==> src/rtl/ps2_port_fifo.sv <==
// PS/2 host port: filtered pad inputs, receive framing into a first-word fall-through FIFO,
// host-to-device transmit with request/ack sequencing, a receive bit timeout and a transmit watchdog.
module ps2_port_fifo #(
  parameter int pClkFreq  = 40000000,
  parameter int pRxDepth  = 16,
  parameter int pFiltLen  = 8,
  parameter int p5us      = pClkFreq / 200000,
  parameter int p100us    = pClkFreq / 10000,
  parameter int pRxBitTmo = pClkFreq / 1000,
  parameter int pTxTmo    = pClkFreq / 40
) (
  input  logic                            clk_i,
  input  logic                            rst_i,
  input  logic                            kclk_i,
  input  logic                            kdat_i,
  output logic                            kclk_en,
  output logic                            kdat_en,
  output logic [7:0]                      rx_dat_o,
  output logic                            rx_perr_o,
  output logic                            rx_vld_o,
  input  logic                            rx_rdy_i,
  output logic [$clog2(pRxDepth+1)-1:0]   rx_cnt_o,
  input  logic [7:0]                      tx_dat_i,
  input  logic                            tx_vld_i,
  output logic                            tx_rdy_o,
  output logic                            tx_done_o,
  output logic                            tx_nack_o,
  output logic                            tx_tmo_o,
  output logic                            ferr_o,
  output logic                            ovf_o,
  input  logic                            err_clr_i
);

  localparam int AW   = $clog2(pRxDepth);
  localparam int CW   = $clog2(pRxDepth + 1);
  localparam int FW   = (pFiltLen > 1) ? $clog2(pFiltLen) : 1;
  localparam int RTW  = (pRxBitTmo > 1) ? $clog2(pRxBitTmo) : 1;
  localparam int WDW  = (pTxTmo > 1) ? $clog2(pTxTmo) : 1;
  localparam int HMAX = (p100us > p5us) ? p100us : p5us;
  localparam int HW   = (HMAX > 1) ? $clog2(HMAX) : 1;

  typedef enum logic {R_IDLE, R_SHIFT} rx_state_t;
  typedef enum logic [2:0] {T_IDLE, T_INH, T_REQ, T_REL, T_SHIFT, T_ACK, T_HI} tx_state_t;

  rx_state_t rx_state, rx_next;
  tx_state_t tx_state, tx_next;

  // bit 0 carries the clock line, bit 1 the data line
  logic [1:0]    sync1, sync2, filt;
  logic [FW-1:0] fcnt [2];
  logic          kclk_f, kdat_f, kclk_d, fall, rise;

  always_ff @(posedge clk_i or posedge rst_i) begin
    if (rst_i) begin
      sync1   <= 2'b11;
      sync2   <= 2'b11;
      filt    <= 2'b11;
      fcnt[0] <= '0;
      fcnt[1] <= '0;
      kclk_d  <= 1'b1;
    end else begin
      sync1  <= {kdat_i, kclk_i};
      sync2  <= sync1;
      kclk_d <= filt[0];
      for (int i = 0; i < 2; i++) begin
        if (sync2[i] == filt[i]) begin
          fcnt[i] <= '0;
        end else if (fcnt[i] == FW'(pFiltLen - 1)) begin
          filt[i] <= sync2[i];
          fcnt[i] <= '0;
        end else begin
          fcnt[i] <= fcnt[i] + FW'(1);
        end
      end
    end
  end

  assign kclk_f = filt[0];
  assign kdat_f = filt[1];
  assign fall   = kclk_d & ~kclk_f;
  assign rise   = ~kclk_d & kclk_f;

  logic [8:0]     rx_sr;
  logic [3:0]     rx_bits;
  logic [RTW-1:0] rx_tmr;
  logic           rx_start, rx_bit, rx_stop, rx_abort;

  always_ff @(posedge clk_i or posedge rst_i) begin
    if (rst_i) rx_state <= R_IDLE;
    else       rx_state <= rx_next;
  end

  always_comb begin
    rx_next  = rx_state;
    rx_start = 1'b0;
    rx_bit   = 1'b0;
    rx_stop  = 1'b0;
    rx_abort = 1'b0;
    case (rx_state)
      R_IDLE: begin
        if (fall && tx_state == T_IDLE && !kdat_f) begin
          rx_start = 1'b1;
          rx_next  = R_SHIFT;
        end
      end
      R_SHIFT: begin
        if (fall) begin
          if (rx_bits == 4'd10) begin
            rx_stop = 1'b1;
            rx_next = R_IDLE;
          end else begin
            rx_bit = 1'b1;
          end
        end else if (rx_tmr == RTW'(pRxBitTmo - 1)) begin
          rx_abort = 1'b1;
          rx_next  = R_IDLE;
        end
      end
      default: rx_next = R_IDLE;
    endcase
  end

  always_ff @(posedge clk_i or posedge rst_i) begin
    if (rst_i) begin
      rx_sr   <= '0;
      rx_bits <= '0;
      rx_tmr  <= '0;
    end else begin
      if (rx_start) begin
        rx_bits <= 4'd1;
        rx_tmr  <= '0;
      end else if (rx_bit) begin
        rx_sr   <= {kdat_f, rx_sr[8:1]};
        rx_bits <= rx_bits + 4'd1;
        rx_tmr  <= '0;
      end else if (rx_state == R_SHIFT) begin
        rx_tmr <= rx_tmr + RTW'(1);
      end
    end
  end

  logic [8:0]  mem [pRxDepth];
  logic [AW:0] wr_ptr, rd_ptr, fill;
  logic [8:0]  head;
  logic        empty, full, pop, push, frame_ok, ovf_set, ferr_set;

  assign fill     = wr_ptr - rd_ptr;
  assign empty    = (fill == '0);
  assign full     = (fill == (AW+1)'(pRxDepth));
  assign pop      = rx_rdy_i && !empty;
  assign frame_ok = rx_stop && kdat_f;
  // a pop in the same cycle frees the slot, so a full FIFO still accepts the frame
  assign push     = frame_ok && (!full || pop);
  assign ovf_set  = frame_ok && full && !pop;
  assign ferr_set = (rx_stop && !kdat_f) || rx_abort;
  assign head     = mem[rd_ptr[AW-1:0]];

  always_ff @(posedge clk_i) begin
    if (push) mem[wr_ptr[AW-1:0]] <= {~^rx_sr, rx_sr[7:0]};
  end

  always_ff @(posedge clk_i or posedge rst_i) begin
    if (rst_i) begin
      wr_ptr <= '0;
      rd_ptr <= '0;
      ferr_o <= 1'b0;
      ovf_o  <= 1'b0;
    end else begin
      if (push) wr_ptr <= wr_ptr + (AW+1)'(1);
      if (pop)  rd_ptr <= rd_ptr + (AW+1)'(1);
      if (err_clr_i)     ferr_o <= 1'b0;
      else if (ferr_set) ferr_o <= 1'b1;
      if (err_clr_i)     ovf_o <= 1'b0;
      else if (ovf_set)  ovf_o <= 1'b1;
    end
  end

  assign rx_vld_o  = !empty;
  assign rx_dat_o  = empty ? 8'h00 : head[7:0];
  assign rx_perr_o = !empty && head[8];
  assign rx_cnt_o  = CW'(fill);

  logic [9:0]     tx_sr;
  logic [3:0]     tx_bits;
  logic [WDW-1:0] wd;
  logic [HW-1:0]  tmr;
  logic           kdat_drv, tx_hs, wd_fire, tx_shift, tx_ack, tx_fin;

  assign tx_rdy_o = (tx_state == T_IDLE) && (rx_state == R_IDLE);
  assign tx_hs    = tx_vld_i && tx_rdy_o;
  assign wd_fire  = (tx_state != T_IDLE) && (wd == WDW'(pTxTmo - 1));

  always_ff @(posedge clk_i or posedge rst_i) begin
    if (rst_i) tx_state <= T_IDLE;
    else       tx_state <= tx_next;
  end

  always_comb begin
    tx_next  = tx_state;
    tx_shift = 1'b0;
    tx_ack   = 1'b0;
    tx_fin   = 1'b0;
    if (wd_fire) begin
      tx_next = T_IDLE;
    end else begin
      case (tx_state)
        T_IDLE:  if (tx_hs) tx_next = T_INH;
        T_INH:   if (tmr == HW'(p100us - 1)) tx_next = T_REQ;
        T_REQ:   if (tmr == HW'(p5us - 1)) tx_next = T_REL;
        T_REL:   tx_next = T_SHIFT;
        T_SHIFT: begin
          if (fall) begin
            tx_shift = 1'b1;
            if (tx_bits == 4'd9) tx_next = T_ACK;
          end
        end
        T_ACK: begin
          if (fall) begin
            tx_ack  = 1'b1;
            tx_next = T_HI;
          end
        end
        T_HI: begin
          if (rise) begin
            tx_fin  = 1'b1;
            tx_next = T_IDLE;
          end
        end
        default: tx_next = T_IDLE;
      endcase
    end
  end

  always_ff @(posedge clk_i or posedge rst_i) begin
    if (rst_i) begin
      tx_sr     <= '0;
      tx_bits   <= '0;
      wd        <= '0;
      tmr       <= '0;
      kdat_drv  <= 1'b0;
      tx_done_o <= 1'b0;
      tx_nack_o <= 1'b0;
      tx_tmo_o  <= 1'b0;
    end else begin
      tx_done_o <= 1'b0;
      tx_tmo_o  <= 1'b0;
      if (tx_next != tx_state) tmr <= '0;
      else if (tx_state == T_INH || tx_state == T_REQ) tmr <= tmr + HW'(1);
      if (tx_hs) begin
        tx_sr   <= {1'b1, ~^tx_dat_i, tx_dat_i};
        tx_bits <= '0;
        wd      <= '0;
      end else if (tx_state != T_IDLE) begin
        wd <= wd + WDW'(1);
      end
      if (wd_fire) begin
        kdat_drv <= 1'b0;
        tx_tmo_o <= 1'b1;
      end else begin
        if (tx_state == T_INH && tx_next == T_REQ) kdat_drv <= 1'b1;
        if (tx_shift) begin
          kdat_drv <= ~tx_sr[0];
          tx_sr    <= {1'b0, tx_sr[9:1]};
          tx_bits  <= tx_bits + 4'd1;
        end
        if (tx_ack) tx_nack_o <= kdat_f;
        if (tx_fin) tx_done_o <= 1'b1;
      end
    end
  end

  assign kclk_en = (full && rx_state == R_IDLE) || tx_state == T_INH || tx_state == T_REQ;
  assign kdat_en = kdat_drv;

endmodule

==> config.mk <==
export PLATFORM = sky130hd
export DESIGN_NAME = ps2_port_fifo
export DESIGN_NICKNAME = d
export VERILOG_FILES = /design/src/rtl/ps2_port_fifo.sv
export SDC_FILE = /design/constraint.sdc
export NUM_CORES = 1
export LEC_CHECK = 0
export CORE_MARGIN = 1
export CORE_UTILIZATION = 50
export CTS_CLUSTER_DIAMETER = 80
export CTS_CLUSTER_SIZE = 16
export DETAILED_ROUTE_END_ITERATION = 6
export PLACE_DENSITY = 0.77
export SYNTH_ARGS = -nofsm -noshare
export SYNTH_HDL_FRONTEND = slang
export SYNTH_SLANG_ARGS = --single-unit
==> constraint.sdc <==
create_clock -name clk_i -period 5.45 [get_ports clk_i]
set_input_delay 1.09 -clock clk_i [delete_from_list [all_inputs] [get_ports clk_i]]
set_output_delay 1.09 -clock clk_i [all_outputs]
set_load 0.02 [all_outputs]
; Word level (Yosys, flattened, before mapping)
; Memories as Yosys holds them, arrays and structs flattened.
; Cells that the tools add are included.
[word_totals]
mem_bits_ro = 0
ram_bits = 144
mem_count = 1
in_bits = 15
reg_bits = 108
latchBits = 0
[mem_list]
columns = name, depth, word_bits, rd, rd_clocked_by_memory_dff, wr, line_no
row1 = mem, 16, 9, 1, 0, 1, 142  ; logic [8:0] mem [pRxDepth];
[op_classes]
magnitude_cmp = 0
eq_ne = 19
n_bitwise = 10
mul = 0
mux = 63
shift = 0
div_mod_pow = 0
reduce_logical = 39
add_sub_neg = 10
[ops]
columns = op, n
row1 = $mux W16, 3
row2 = $mux W20, 2
row3 = $mux W3, 12
row4 = $mux W1, 33
row5 = $mux W10, 3
row6 = $mux W12, 2
row7 = $pmux W3 S7, 1
row8 = $add A20 B1 Y20 const B, 1
row9 = $eq A20 B20 Y1 const B, 1
row10 = $mux W4, 5
row11 = $add A16 B1 Y16 const B, 1
row12 = $eq A16 B16 Y1 const B, 1
row13 = $eq A3 B3 Y1 const B, 5
row14 = $logic_and A1 B1 Y1, 14
row15 = $add A12 B1 Y12 const B, 1
row16 = $eq A12 B12 Y1 const B, 1
row17 = $eq A12 B8 Y1 const B, 1
row18 = $add A5 B1 Y5 const B, 2
row19 = $reduce_bool A2 Y1, 5
row20 = $eq A3 B2 Y1 const B, 3
row21 = $reduce_bool A3 Y1, 3
row22 = $reduce_xnor A9 Y1, 1
row23 = $add A4 B1 Y4 const B, 2
row24 = $eq A4 B4 Y1 const B, 2
row25 = 16 further kinds, 36

; Longest topological paths before layout
; Gate-level depths: netlist of the first run.
[depth]
depth_word = 11
mapped_depth = 10

; Least setup slack after synthesis of the first run
; No wires, ideal clock.
[synth_path]
path_kind = register -> output
from = register rd_ptr[1]
to = output rx_dat_o[0]
arrival_time_ns = 3.241
stages_incl_launch_ff = 10
path_slack_ns = 1.119
cell_sequence = dfrtp_1 -> clkbuf_1 -> buf_1 -> inv_1 -> fa_1 -> xor2_1 -> and4b_1 -> o22ai_1 -> clkbuf_1 -> and2_1
[synth_via]
elab_chain_cells = 3
[synth_rtl]
columns = item, line_no
row1 = start: declaration, 143  ; logic [AW:0] wr_ptr, rd_ptr, fill;
row2 = start signal: assignment, 170  ; if (pop) rd_ptr <= rd_ptr + (AW+1)'(1);
row3 = $sub A5 B5 Y5, 147  ; assign fill = wr_ptr - rd_ptr;
row4 = net rx_cnt_o[2], 22  ; output logic [$clog2(pRxDepth+1)-1:0] rx_cnt_o,
row5 = $logic_not A5 Y1, 148  ; assign empty = (fill == '0);
row6 = $mux W8, 179  ; assign rx_dat_o = empty ? 8'h00 : head[7:0];
row7 = end: declaration, 18  ; output logic [7:0] rx_dat_o,
; The timed path passes the listed nets, and every way through them passes these cells.

; Worst setup path in the final report of the first run
[layout_path]
from = register rd_ptr[0]
to = output rx_dat_o[5]
[layout_via]
elab_chain_cells = 3
[layout_rtl]
columns = item, line_no
row1 = $sub A5 B5 Y5, 147
row2 = $logic_not A5 Y1, 148
row3 = $mux W8 *, 179
; Every way passes the cells marked *; elsewhere a longest branch is shown, timed or not.

==> Implementation_results.wiki, run 1 <==
{| class="wikitable"
! Metric !! Value
|-
| Status || finished clean
|-
| Global-route total usage across every layer || 0.202
|-
| TNS Setup || 0 ns
|-
| Yosys top cell area share || 0.388
|-
| Maximum number of pins on one net before global-route repair || 69
|-
| Clock Sinks || 252
|-
| Weighted congestion at the end of routability-driven global placement || 0.800
|-
| Total Die Area || 0.0229 mm2
|-
| Global-route congestion overflow total || 0
|-
| Number of setup buffers added after CTS || 0
|-
| Cell chosen for the clock root || sky130_fd_sc_hd__clkbuf_16
|-
| Layout Skew || 0.0247 ns
|-
| CP Data Arrival Time || 3.52 ns
|-
| Antenna diode count || 0
|-
| Later-pin clock latency in the skew report || 0.52 ns
|-
| Flops & latches, synth || 252
|-
| Max frequency || 0.217 GHz
|-
| Number of vias after detailed routing || 6,442
|-
| Clock transition time at the flip-flop clock pins of the worst setup and hold paths || 0.07 ns
|-
| Type of the most critical hold path || flop to flop
|-
| Setup repair after global routing missed its margin || no
|-
| TritonCTS clock tree || done
|-
| Starting density of the core || 0.511
|-
| Net count of the mapped netlist || 830
|-
| Number of placement rows || 54
|-
| Post-synthesis instance total || 794
|-
| Number of resized instances in the post-cts repair step || 0
|-
| Wire length of the first global-routing pass || 35.1 mm
|-
| Worst vdd rail ir drop || 0.207 mV
|-
| Shortest clock period the worst path allows after layout || 4.61 ns
|-
| Most frequent cells in the layout || sky130_fd_sc_hd__edfxtp_1, sky130_fd_sc_hd__dfrtp_1, sky130_fd_sc_hd__nand2_1, sky130_fd_sc_hd__nor2_1, sky130_fd_sc_hd__xnor2_1
|-
| Total number of yosys warnings || 0
|-
| Height of the die || 151 um
|-
| Dominant synthesized flop cell || sky130_fd_sc_hd__edfxtp_1
|-
| Required time at the worst-slack endpoint || 4.36 ns
|-
| Number of nets in the finished design || 871
|-
| Top-level I/O count || 38
|-
| Crit path kind || flop to primary output
|-
| Number of remaining DRC errors || 0
|-
| CTS hold repair buffers || 0
|-
| Aggregate routed wire length || 21.7 mm
|-
| Via count of the first global-routing pass || 6,352
|-
| Proportion of layout cells with a drive suffix above 1 || 0.140
|-
| Cell area after synthesis || 0.0111 mm2
|-
| Share of synthesized registers carrying an async set or reset || 0.429
|-
| Final Hold Violating Endpoints || 0
|-
| Portion of the post-synthesis area used by sequential elements || 0.631
|-
| Iteration-0 DRC Markers || 571
|-
| Count of maximum capacitance violations || 0
|-
| Largest driver fanout on the critical path || 14
|-
| Count of flip-flops with a built-in enable after synthesis || 144
|-
| Number of buffers created by CTS || 20
|-
| Remaining max-slew budget at the tightest pin || 0.251
|-
| Synthesized area per cell || 14.0 um2
|-
| Most area-consuming cells after synthesis || sky130_fd_sc_hd__edfxtp_1, sky130_fd_sc_hd__dfrtp_1, sky130_fd_sc_hd__mux4_2
|-
| Final ANT Viol Nets || 0
|-
| Max-slew violation count || 0
|-
| Clock buffer depth || 3
|-
| Area of the core || 0.0218 mm2
|-
| Layout overhead on the synthesized area || 11.8%
|-
| Per-cell via count in the routed design || 5.71
|-
| Biggest area consumer among synthesized cells || sky130_fd_sc_hd__edfxtp_1
|-
| Die Wd || 151 um
|-
| Detailed placer's ending HPWL || 14.0 mm
|-
| Number of levels the H-tree was split into || 1
|-
| Element type at the critical path end || primary output
|-
| Cell area power density || 301 mW/mm2
|-
| Sort of element at the start of the critical path || flop
|-
| Port buffer count || 37
|-
| Total power draw || 3.74 mW
|-
| Commonest non-fill, non-tap cell in the layout || sky130_fd_sc_hd__edfxtp_1
|-
| Synth cell types || 61
|-
| Measured slew at the worst slew-check pin || 1.12 ns
|-
| Leakage power || 4.84 nW
|-
| Detail-routed net length per standard cell || 19.2 um
|-
| Final setup violating endpoints || 0
|-
| Iteration count of the initial detailed-routing pass || 5
|-
| Number of antenna violations at the first check in global routing || 0
|-
| Final worst-path cycle share || 0.846
|}
area by class of cell:
cell class / instances / area (um2)
clock inverter: 3 / 41.3
sequential: 252 / 7040
clock buffer: 33 / 549
inverter: 23 / 88.8
fill: 1678 / 9370
multi-input combinational: 485 / 3900
timing repair buffer: 53 / 490
tap: 280 / 350
per-layer routing:
metal,vias up,global-route usage,part of all wire
met2,178,0.325,0.48
met4,0,0.0390,0.013
li1,3007,-,-
met1,3231,0.294,0.45
met5,-,0,0
met3,26,0.0262,0.052
critical path: stages, from the launching register on:
cell	delay, ns
sky130_fd_sc_hd__dfrtp_2	0.59
sky130_fd_sc_hd__ha_1	0.23
sky130_fd_sc_hd__inv_1	0.06
sky130_fd_sc_hd__fa_1	0.41
sky130_fd_sc_hd__xor2_1	0.34
sky130_fd_sc_hd__and4b_1	0.26
sky130_fd_sc_hd__o22ai_1	0.13
sky130_fd_sc_hd__buf_4	0.23
sky130_fd_sc_hd__and2_1	0.16
sky130_fd_sc_hd__clkdlybuf4s50_1	0.60
state kept, by name, summed over array words and instances, names as in the netlist, 5 cells and up:
name and cells:
mem 144, wd 20, rx_tmr 16, tmr 12
tx_sr 10, rx_sr 9, fcnt 6, rd_ptr 5
wr_ptr 5
cell usage after synthesis, types with 5 or more instances:
cell type,instances
sky130_fd_sc_hd__and2_1,15
sky130_fd_sc_hd__or4_1,5
sky130_fd_sc_hd__a21o_1,9
sky130_fd_sc_hd__inv_1,21
sky130_fd_sc_hd__nand3_1,27
sky130_fd_sc_hd__xnor2_1,50
sky130_fd_sc_hd__nand2b_1,5
sky130_fd_sc_hd__o21ai_0,12
sky130_fd_sc_hd__dfrtp_1,101
sky130_fd_sc_hd__nor2_1,63
sky130_fd_sc_hd__ha_1,20
sky130_fd_sc_hd__nand2_1,67
sky130_fd_sc_hd__and3_1,7
sky130_fd_sc_hd__nor3b_1,5
sky130_fd_sc_hd__edfxtp_1,144
sky130_fd_sc_hd__nor3_1,17
sky130_fd_sc_hd__nor4_1,14
sky130_fd_sc_hd__mux4_2,45
sky130_fd_sc_hd__buf_1,5
sky130_fd_sc_hd__a21oi_1,14
sky130_fd_sc_hd__dfstp_2,7
sky130_fd_sc_hd__nand3b_1,10
sky130_fd_sc_hd__xor2_1,23
sky130_fd_sc_hd__nand4_1,15
sky130_fd_sc_hd__nor4b_1,6
sky130_fd_sc_hd__mux2_2,6
sky130_fd_sc_hd__clkbuf_1,23
sky130_fd_sc_hd__a22o_2,5
stage by stage:
step | setup WS (ns) | hold slack (ns) | instances | utilization | cell area [um2]
floorplan | 1.12 | 0.345 | 794 | - | 11100
global placement | 1.44 | 0.346 | 1093 | 0.544 | 11900
detailed placement | 1.35 | 0.350 | 1093 | 0.544 | 11900
CTS | 0.793 | 0.360 | 1129 | 0.571 | 12500
global route | 0.621 | 0.365 | 1129 | 0.571 | 12500
finish | 0.837 | 0.361 | 1129 | 0.571 | 12500
kinds of logic (layout without fill, tap and decap cells):
kind of cell    Yosys count  after routing  synth area share
simple gates            275            275             0.126
fa+ha+maj                21             21            0.0243
compound gates           60             60            0.0372
mux                      56             56             0.102
buf+inv                  57            112            0.0216
xor+xnor                 73             73            0.0574
flops                   252            252             0.631
final timing paths:
path                       startpoint  depth (start not counted)  slack (ns)           to
hold reg to reg              sync1[0]                          0        0.36     sync2[0]
max in group asynchronous       rst_i                          3        3.29      filt[0]
min in group asynchronous       rst_i                          2        1.11     tx_tmo_o
setup reg to reg            rd_ptr[0]                          8        1.64    mem[8][0]
hold / removal               sync1[0]                          0        0.36     sync2[0]
setup / recovery            rd_ptr[0]                          9        0.84  rx_dat_o[5]
power breakdown:
| part | switching [mW] | total, mW | internal [mW] |
|---|---|---|---|
| sequential | 0.0989 | 2.19 | 2.09 |
| clock | 0.663 | 1.37 | 0.703 |
| combinational | 0.0910 | 0.186 | 0.0946 |
| total | 0.853 | 3.74 | 2.89 |
(Power assumes the default switching activity.)
==> run 2, diff against run 1 <==
Settings changed: PLACE_DENSITY 0.77 to 0.8.
Clock period 5.45 ns to 4.15 ns, I/O delays scaled along.
==> run 2 against run 1 <==
Compared with the run above: clock skew decreased by 0.00091 ns; routed wire length increased by 4.9%; cell count increased by 0.89%.
==> Implementation_results.wiki, run 2 (synthesized netlist as in run 1, its figures left out) <==
{| class="wikitable"
! Metric !! Value
|-
| Setup repair after global routing missed its margin || no
|-
| Remaining max-slew budget at the tightest pin || 0.235
|-
| Starting density of the core || 0.511
|-
| Port buffer count || 37
|-
| Sw Share || 0.224
|-
| Element type at the critical path end || primary output
|-
| Clock transition time at the flip-flop clock pins of the worst setup and hold paths || 0.08 ns
|-
| Post-layout worst setup margin || 0.177 ns
|-
| Final worst-path cycle share || 0.957
|-
| Global-route total usage across every layer || 0.210
|-
| Cell area power density || 385 mW/mm2
|-
| Weighted congestion at the end of routability-driven global placement || 0.829
|-
| Beginning of the worst hold path || sync1[0]
|-
| Area of the core || 0.0218 mm2
|-
| Number of cells on the worst reg-to-reg path || 12
|-
| Multi-input combinational cell area || 0.00392 mm2
|-
| Setup slack, reg-to-reg || 0.58 ns
|-
| CP Data Arrival Time || 3.14 ns
|-
| TNS Setup || 0 ns
|-
| Detail-routed net length per standard cell || 20.0 um
|-
| Cell with the biggest individual delay on the critical path || sky130_fd_sc_hd__dfrtp_2
|-
| Detailed placer's ending HPWL || 13.8 mm
|-
| Number of nets in the finished design || 882
|-
| Layout overhead on the synthesized area || 12.6%
|-
| Clock buffer depth || 3
|-
| Final Hold Violating Endpoints || 0
|-
| CP max stage delay || 0.45 ns
|-
| Later-pin clock latency in the skew report || 0.51 ns
|-
| Global-route congestion overflow total || 0
|-
| Largest driver fanout on the critical path || 11
|-
| Proportion of layout cells with a drive suffix above 1 || 0.156
|-
| Number of levels the H-tree was split into || 1
|-
| Final setup violating endpoints || 0
|-
| Post-Place Cell Area || 0.0119 mm2
|-
| Layout Skew || 0.0238 ns
|-
| Clock Sinks || 252
|-
| Worst Hold Slack || 0.359 ns
|-
| Wire length of the first global-routing pass || 35.7 mm
|-
| Total power draw || 4.83 mW
|-
| Per-cell via count in the routed design || 5.78
|-
| Max-slew violation count || 0
|-
| Shortest clock period the worst path allows after layout || 3.97 ns
|-
| Worst hold stages || 0
|-
| Cell seen most often among critical-path stages || sky130_fd_sc_hd__buf_4
|-
| TritonCTS clock tree || done
|-
| Number of remaining DRC errors || 0
|-
| Non-Filler Instances || 1,139
|-
| Crit path kind || flop to primary output
|-
| Power Internal || 3.75 mW
|-
| Reg2Reg Launch Point || wr_ptr[0]
|-
| Antenna diode count || 0
|-
| Commonest non-fill, non-tap cell in the layout || sky130_fd_sc_hd__edfxtp_1
|-
| Iteration count of the initial detailed-routing pass || 5
|-
| Worst slack, placed || 0.419 ns
|-
| Cell chosen for the clock root || sky130_fd_sc_hd__clkbuf_16
|-
| Hold endpoint || sync2[0]
|-
| Iteration-0 DRC Markers || 599
|-
| Proportion of power drawn by the clock network || 0.351
|-
| Number of flip-flops in the largest register || 144
|-
| Final instance area || 0.0125 mm2
|-
| Final-layout fill cell count || 1,698
|-
| Via count of the first global-routing pass || 6,411
|-
| Worst vdd rail ir drop || 0.354 mV
|-
| Sort of element at the start of the critical path || flop
|-
| Crit path buffers/inverters || 6
|-
| Maximum number of pins on one net before global-route repair || 70
|-
| Sequential cell area in the final layout || 0.00704 mm2
|-
| Die Wd || 151 um
|-
| Critical path, cell by cell || inv_1 > ha_1 > inv_1 > fa_2 > xor2_2 > buf_4 > a211oi_2 > o22ai_1 > buf_4 > buf_4 > and2_1 > dlygate4sd2_1
|-
| Top-level I/O count || 38
|-
| Leakage power || 4.81 nW
|-
| Critical path's top delay family || buffers and inverters
|-
| Switching power of the nets || 1.08 mW
|-
| Max frequency || 0.252 GHz
|-
| Measured slew at the worst slew-check pin || 1.14 ns
|-
| Type of the most critical hold path || flop to flop
|-
| Placed instance count || 1,100
|-
| Height of the die || 151 um
|-
| Required time at the worst-slack endpoint || 3.32 ns
|-
| Number of buffers created by CTS || 19
|-
| Number of antenna violations at the first check in global routing || 0
|-
| Final ANT Viol Nets || 0
|-
| Fraction of power consumed by combinational cells || 0.052
|-
| Aggregate routed wire length || 22.8 mm
|-
| Most frequent cells in the layout || sky130_fd_sc_hd__edfxtp_1, sky130_fd_sc_hd__dfrtp_1, sky130_fd_sc_hd__nand2_1, sky130_fd_sc_hd__nor2_1, sky130_fd_sc_hd__xnor2_1
|-
| Core utilization of the finished layout || 0.575
|-
| Number of placement rows || 54
|-
| Flop pwr share || 0.597
|-
| Status || finished clean
|-
| Total Die Area || 0.0229 mm2
|-
| Worst reg2reg endpoint || mem[8][5]
|-
| Number of vias after detailed routing || 6,581
|-
| Count of maximum capacitance violations || 0
|}
==> run 2: changes by cell type in the layout (fill, tap and decap cells not counted), moves of 2 or more <==
cell and delta:
sky130_fd_sc_hd__dlygate4sd2_1 +5, sky130_fd_sc_hd__buf_4 +10, sky130_fd_sc_hd__dlymetal6s2s_1 +5, sky130_fd_sc_hd__clkdlybuf4s50_1 -10, sky130_fd_sc_hd__buf_12 +2
==> run 2: worst max path at each step <==
| stage | start | to | cells after the start |
|---|---|---|---|
| after floorplan | rd_ptr[1] | mem[0][0] | 9 |
| after global placement | wr_ptr[0] | rx_dat_o[4] | 10 |
| after detailed placement | wr_ptr[0] | rx_dat_o[7] | 10 |
| after CTS | wr_ptr[0] | kclk_en | 9 |
| after global routing | wr_ptr[0] | rx_dat_o[1] | 11 |
| final | wr_ptr[0] | rx_dat_o[1] | 12 |
==> run 2: layout make-up <==
type | count | area share
clock buffers | 32 | 0.0418
inverters | 23 | 0.00708
flip-flops and latches | 252 | 0.561
multi-input cells | 485 | 0.312
repair buffers | 65 | 0.0488
clock inverters | 2 | 0.00110
well taps | 280 | 0.0279
==> run 2: what timing repair did <==
| action | 4_1_cts | 5_1_grt |
|---|---|---|
| gates cloned | 0 | 0 |
| pin swaps | 1 | 0 |
| setup endpoints to repair | 10 | 7 |
| gates resized for setup | 6 | 9 |
| buffers inserted | 3 | 2 |
| endpoints found under the hold margin | 0 | 0 |
| hold buffers | 0 | 0 |
==> run 2: metal layers <==
layer	global-route usage	vias to the layer above	wire [um]
met4	0.0570	0	408
li1	-	3036	-
met3	0.0392	28	1650
met2	0.330	214	11000
met1	0.301	3303	9750
met5	0	-	0
==> run 2: power groups by stage <==
| stage | Sequential [mW] | Clock (mW) | Combinational, mW |
|---|---|---|---|
| 2_1_floorplan | 2.89 | 0 | 0.200 |
| 3_3_place_gp | 2.93 | 0 | 0.243 |
| 3_5_place_dp | 2.93 | 0 | 0.252 |
| 4_1_cts | 2.88 | 1.74 | 0.257 |
| 5_1_grt | 2.90 | 1.82 | 0.296 |
| 6_report | 2.88 | 1.69 | 0.253 |
